<file path="config.mk">
export PLATFORM = sky130hd
export DESIGN_NAME = button_command_conditioner
export DESIGN_NICKNAME = d
export VERILOG_FILES = /design/src/rtl/button_command_conditioner.sv
export SDC_FILE = /design/constraint.sdc
export NUM_CORES = 1
export LEC_CHECK = 0
export BUFFER_PORTS_ARGS = -buffer_cell sky130_fd_sc_hd__buf_2
export CAP_MARGIN = 20
export CORE_ASPECT_RATIO = 1.75
export CORE_MARGIN = 2
export CORE_UTILIZATION = 51
export DETAILED_ROUTE_END_ITERATION = 16
export PLACE_DENSITY_LB_ADDON = 0.08
export SLEW_MARGIN = 40
export SYNTH_ARGS = -nofsm -noshare
export SYNTH_HDL_FRONTEND = slang
export SYNTH_SLANG_ARGS = --single-unit
export TNS_END_PERCENT = 1
</file>
<file path="constraint.sdc">
create_clock -name clock -period 8.11 [get_ports clock]
set_clock_uncertainty 0.1 [all_clocks]
set_input_delay 1.622 -clock clock [delete_from_list [all_inputs] [get_ports clock]]
set_output_delay 1.622 -clock clock [all_outputs]
set_load 0.02 [all_outputs]
</file>
<file path="src/rtl/button_command_conditioner.sv">
// button_command_conditioner: synchronizes and debounces four buttons, turns presses into
// a single-entry prioritized command register with overrun signalling.
module button_command_conditioner #(
  parameter int unsigned DEBOUNCE_CYCLES = 16
) (
  input  logic       clock,
  input  logic       reset,
  input  logic [3:0] btn_raw,
  input  logic [3:0] switches,
  output logic [3:0] debounced,
  output logic       cmd_valid,
  output logic [1:0] cmd_op,
  output logic [3:0] cmd_value,
  input  logic       cmd_ack,
  output logic       overrun
);
  logic [3:0] btn_s1, btn_s2, sw_s1, sw_s2;
  logic [3:0] deb_next, press;
  logic       issue, multi;
  logic [1:0] op_next;
  always_ff @(posedge clock or posedge reset) begin
    if (reset) begin
      btn_s1 <= '0;
      btn_s2 <= '0;
      sw_s1  <= '0;
      sw_s2  <= '0;
    end else begin
      btn_s1 <= btn_raw;
      btn_s2 <= btn_s1;
      sw_s1  <= switches;
      sw_s2  <= sw_s1;
    end
  end
  for (genvar i = 0; i < 4; i++) begin : g_deb
    logic [15:0] cnt;
    logic        mature;
    // mature on the edge that completes DEBOUNCE_CYCLES consecutive mismatches
    assign mature      = (btn_s2[i] != debounced[i]) && ({1'b0, cnt} + 17'd1 == 17'(DEBOUNCE_CYCLES));
    assign deb_next[i] = mature ? btn_s2[i] : debounced[i];
    always_ff @(posedge clock or posedge reset) begin
      if (reset) cnt <= '0;
      else       cnt <= (btn_s2[i] == debounced[i] || mature) ? '0 : cnt + 16'd1;
    end
  end
  assign press   = deb_next & ~debounced;
  assign issue   = (|press) & (~cmd_valid | cmd_ack);
  assign multi   = (press & (press - 4'd1)) != 4'd0;
  assign op_next = press[3] ? 2'b11 : press[2] ? 2'b10 : press[0] ? 2'b00 : 2'b01;
  always_ff @(posedge clock or posedge reset) begin
    if (reset) begin
      debounced <= '0;
      cmd_valid <= 1'b0;
      cmd_op    <= '0;
      cmd_value <= '0;
      overrun   <= 1'b0;
    end else begin
      debounced <= deb_next;
      overrun   <= (|press) & (~issue | multi);
      if (issue) begin
        cmd_valid <= 1'b1;
        cmd_op    <= op_next;
        cmd_value <= (op_next == 2'b10) ? sw_s2 : 4'd0;
      end else if (cmd_ack) begin
        cmd_valid <= 1'b0;
      end
    end
  end
endmodule

</file>
==> results.md <==
Run status:
- The run finished with clean final reports.

Clock tree:
- The clock insertion delay at the later pin of the skew report is about 340 ps.
- Buffers inserted to repair hold after CTS numbered 0.
- Counting every sink on the clock net gives 92.
- No sink is reached through more buffers than the 2 on the longest clock path.
- The root buffer cell is sky130_fd_sc_hd__clkbuf_16.
- The post-CTS clock slew at the launch and capture registers of the worst setup and hold paths is approximately 70 ps.
- TritonCTS built the clock tree.
- The TritonCTS buffer count is 9.
- After clock tree synthesis, the repair step resized 0 gates.
- The H-tree depth is 3.
- The number of setup buffers added after CTS is 0.

Power and ir drop:
- Summed over all cells, the static leakage comes to ~2.3 nW.
- The worst ir drop on vdd is approximately 120 uV.
- The power per cell area is 169 mW/mm^2.
- The total power after layout is around 0.00094 W.

Critical path:
- The depth of the most critical reg-to-reg path is 8.
- The worst setup path category is flop to flop.
- The worst-case register-to-register setup slack is 5100 ps.
- The end of the worst register-to-register path is g_deb[2].cnt[11]$_DFF_PP0_.
- The capturing element type of the critical path is a flop.
- The required time of the critical path is approximately 8200 ps.
- The top fanout value on the critical path is 14.
- The nature of the critical path startpoint is a flop.
- In this run the critical register-to-register path is launched from g_deb[2].cnt[0]$_DFF_PP0_.
- The arrival time at the worst endpoint is roughly 3100 ps.

Cells and area:
- After the last flow step, the layout net total stands at roughly 560.
- In the final layout, the share of cells above drive strength 1 is about an eighth.
- Once layout is done, the placed cells without fillers occupy roughly 0.0056 sq mm.
- Excluding fillers, the count of instances in the completed layout stands at ~670.
- The number of inserted filler cells in the final layout is roughly 890.
- The combined flip-flop and latch cell area is 0.00230 sq mm.
- In the final layout, the multi-input gates occupy ~0.0027 sq mm.
- The end-of-flow core utilization is between 50% and 60%.
- The relative area change from synthesis to final layout is 8.32%.
- The final antenna diode count is 0.

STA:
- The fmax is around 330 MHz.
- After layout, the minimum clock period comes to ~3000 ps.
- Measured against its own limit, the worst slew margin works out to 49.3%.
- Adding up every negative setup slack in the final design gives 0 ps.
- At the pin with the least slew margin, the transition time is ~750 ps.
- Setup violations remaining at the end of the flow were counted as 0.
- Setup repair after global routing left no endpoint under its margin.
- The final-report max-slew violation count was 0.
- The number of failing hold endpoints at the final stage is 0.
- Of the available clock period, the critical path in the final layout requires 37.2%.

Synthesis:
- After synthesis, flip-flops and latches occupy between 40% and 50% of the total area.
- The proportion of synthesized flip-flops having asynchronous set or reset is 100%.
- The count of flip-flops with a built-in enable after synthesis is 0.
- The most used flip-flop cell after synthesis is sky130_fd_sc_hd__dfrtp_1.
- The count of unique library cells instantiated by Yosys is between 70 and 80.
- The cell type with the largest total area after synthesis is sky130_fd_sc_hd__dfrtp_1.
- Dividing the synthesized area by the synthesized cell count gives between 9 and 10 sq um.
- During synthesis, Yosys emitted a total of 0 warnings.
- The synthesized netlist occupies a cell area of roughly 0.0052 sq mm.
- The share of the synthesized area in the top cell type is 44.5%.
- After technology mapping, the gate count stands at between 500 and 600.
- The most repeated cell in the gate-level netlist after synthesis is sky130_fd_sc_hd__dfrtp_1.
- The post-synth net total is 549.
- By area the synthesized netlist is led by sky130_fd_sc_hd__dfrtp_1, sky130_fd_sc_hd__xnor2_1, sky130_fd_sc_hd__nor2_1, sky130_fd_sc_hd__xor2_1, sky130_fd_sc_hd__nand3_1.
- By count the netlist is led by sky130_fd_sc_hd__dfrtp_1, sky130_fd_sc_hd__nor2_1, sky130_fd_sc_hd__xnor2_1.
- The synthesized flop and latch total is 92.

Place:
- Detailed placement ended at an HPWL of 7.31 mm.
- After detailed placement, the design holds a cell count of roughly 650.
- Routability-driven placement finished with a final weighted congestion of about 0.84.
- In this run the tool buffered the top-level ports with 22 buffer cells.
- Summing all placed instances gives a cell area of between 0.005 and 0.006 sq mm.

Min path:
- The worst min-delay path category is flop to flop.
- For hold timing, the worst endpoint is sw_s2[3]$_DFF_PP0_.
- The worst hold path passes through 0 cells.
- The startpoint identified for the worst hold timing path is sw_s1[3]$_DFF_PP0_.

Die:
- For this configuration, the core starts out at a cell density of between 50% and 60%.
- The total core area is ~0.0098 sq mm.
- The top-level I/O count is 23.
- The die span in x is 80.1 um.
- The floorplan die area is 0.0110 sq mm.
- The site row count is 48.
- In this run the vertical extent of the chip is 137 um.

GRT:
- Global routing used under 10% of the available met3 tracks.
- The via count of the first global-routing pass is about 3.9k.
- The initial antenna violation count is 0.
- The global-route wire length before repair is about 18 mm.
- In the global route stage, met2 resource usage came out at between 30% and 40%.
- The met1 demand-to-capacity share in global routing is around a quarter.
- The layer flagged by global routing as most heavily used is met2.
- The total global routing overflow is 0.
- Entering global routing, the biggest net connects 54 pins.
- The total routing usage reported by global routing is roughly a fifth.

Run:
- The number of max-cap violations is 0.

Routing:
- The sum of routed wire length over all layers is 10.4 mm.
- The count of TritonRoute iterations in the first routing pass is 5.
- The remaining antenna violation count after routing is 0.
- The mean number of vias per cell is between 5 and 6.
- The number of remaining DRC errors is 0.
- The mean routed wirelength per cell is between 15 and 20 um.
- The violation count after the first detailed-routing iteration is 136.
- The detailed-route via count is between 3k and 4k.
[power by group]
group | total [W] | internal [W] | switching [W] | leakage [nW]
logic | 0.0000364 | 0.0000119 | 0.0000245 | 0.928
registers | 0.000479 | 0.000467 | 0.0000113 | 1.23
clock network | 0.000429 | 0.000241 | 0.000189 | 0.142
total | 0.000945 | 0.000720 | 0.000225 | 2.30
[routing by layer]
metal  vias to the layer above  part of all wire (%)
met2                        70                    52
li1                       1886                     -
met3                        23                   3.2
met5                         -                     0
met4                         0                   3.2
met1                      1896                    41
[metrics by stage]
step                      hold slack, ps  worst slack (ps)
after floorplan                      231              4000
after global placement               232              5050
after detailed placement             236              5050
after CTS                            252              5080
after global routing                 255              4790
final                                250              5100
[flip-flops by register name, summed over array words and instances (netlist names)]
signal / count
sw_s1: 4
debounced: 4
cmd_value: 4
g_deb.cnt: 64
sw_s2: 4
cmd_valid: 1
btn_s1: 4
cmd_op: 2
btn_s2: 4
overrun: 1
[cells in the final DEF (no fill, tap or decap), types with 3 or more instances in the layout]
| cell | n |
|---|---|
| sky130_fd_sc_hd__o211ai_1 | 3 |
| sky130_fd_sc_hd__nor2_1 | 71 |
| sky130_fd_sc_hd__ha_1 | 7 |
| sky130_fd_sc_hd__and3_1 | 13 |
| sky130_fd_sc_hd__and4_1 | 5 |
| sky130_fd_sc_hd__inv_1 | 18 |
| sky130_fd_sc_hd__nand2_1 | 19 |
| sky130_fd_sc_hd__dfrtp_1 | 92 |
| sky130_fd_sc_hd__or3_1 | 10 |
| sky130_fd_sc_hd__a211oi_1 | 3 |
| sky130_fd_sc_hd__o21ai_0 | 15 |
| sky130_fd_sc_hd__mux2_2 | 3 |
| sky130_fd_sc_hd__nor2b_1 | 3 |
| sky130_fd_sc_hd__or4_1 | 4 |
| sky130_fd_sc_hd__nor4_1 | 11 |
| sky130_fd_sc_hd__buf_2 | 22 |
| sky130_fd_sc_hd__o21a_1 | 3 |
| sky130_fd_sc_hd__nor3_1 | 18 |
| sky130_fd_sc_hd__nand2b_1 | 6 |
| sky130_fd_sc_hd__a31oi_1 | 5 |
| sky130_fd_sc_hd__xor2_1 | 24 |
| sky130_fd_sc_hd__nand3_1 | 31 |
| sky130_fd_sc_hd__nor2_4 | 6 |
| sky130_fd_sc_hd__nand4b_1 | 3 |
| sky130_fd_sc_hd__a21oi_1 | 8 |
| sky130_fd_sc_hd__nand3b_1 | 3 |
| sky130_fd_sc_hd__xnor2_1 | 42 |
| sky130_fd_sc_hd__mux2i_1 | 4 |
| sky130_fd_sc_hd__nand4_1 | 17 |
| sky130_fd_sc_hd__a211o_1 | 5 |
| sky130_fd_sc_hd__and2_1 | 4 |
| sky130_fd_sc_hd__clkbuf_16 | 9 |
| sky130_fd_sc_hd__nor2_2 | 4 |
[worst max-delay path, cell delays in order (launching register included)]
cell and delay, ps:
sky130_fd_sc_hd__dfrtp_1 440, sky130_fd_sc_hd__ha_1 300, sky130_fd_sc_hd__nand2_1 180, sky130_fd_sc_hd__or3_1 400
sky130_fd_sc_hd__a2111oi_2 490, sky130_fd_sc_hd__o21ai_2 150, sky130_fd_sc_hd__nor3_2 230, sky130_fd_sc_hd__or2_1 470
sky130_fd_sc_hd__nor2_1 110
[worst max-delay path by stage]
stage	start	end	slack [ps]	cells after the start
floorplan	reset	btn_s1[0]$_DFF_PP0_	4000	1
global placement	g_deb[1].cnt[0]$_DFF_PP0_	g_deb[1].cnt[7]$_DFF_PP0_	5050	8
detailed placement	reset	g_deb[3].cnt[9]$_DFF_PP0_	5050	3
CTS	g_deb[2].cnt[0]$_DFF_PP0_	g_deb[2].cnt[11]$_DFF_PP0_	5080	8
global route	g_deb[2].cnt[3]$_DFF_PP0_	g_deb[2].cnt[3]$_DFF_PP0_	4790	7
finish	g_deb[2].cnt[0]$_DFF_PP0_	g_deb[2].cnt[11]$_DFF_PP0_	5100	8
[layout make-up]
| type | count | share of cell area, % |
|---|---|---|
| Tap cell | 125 | 2.79 |
| Clock inverter | 7 | 1.36 |
| Timing Repair Buffer | 23 | 2.10 |
| Multi-Input combinational cell | 393 | 47.3 |
| Inverter | 19 | 1.30 |
| Sequential cell | 92 | 41.1 |
| Clock buffer | 9 | 4.02 |
[kinds of logic after synthesis]
group	Yosys count	share of synthesized area [%]
mux	8	1.64
flops	92	44.5
simple gates	247	27.4
compound gates	65	9.36
xor+xnor	66	11.2
buf+inv	46	4.21
fa+ha+maj	7	1.69
Power figures use the tool's default switching activity.
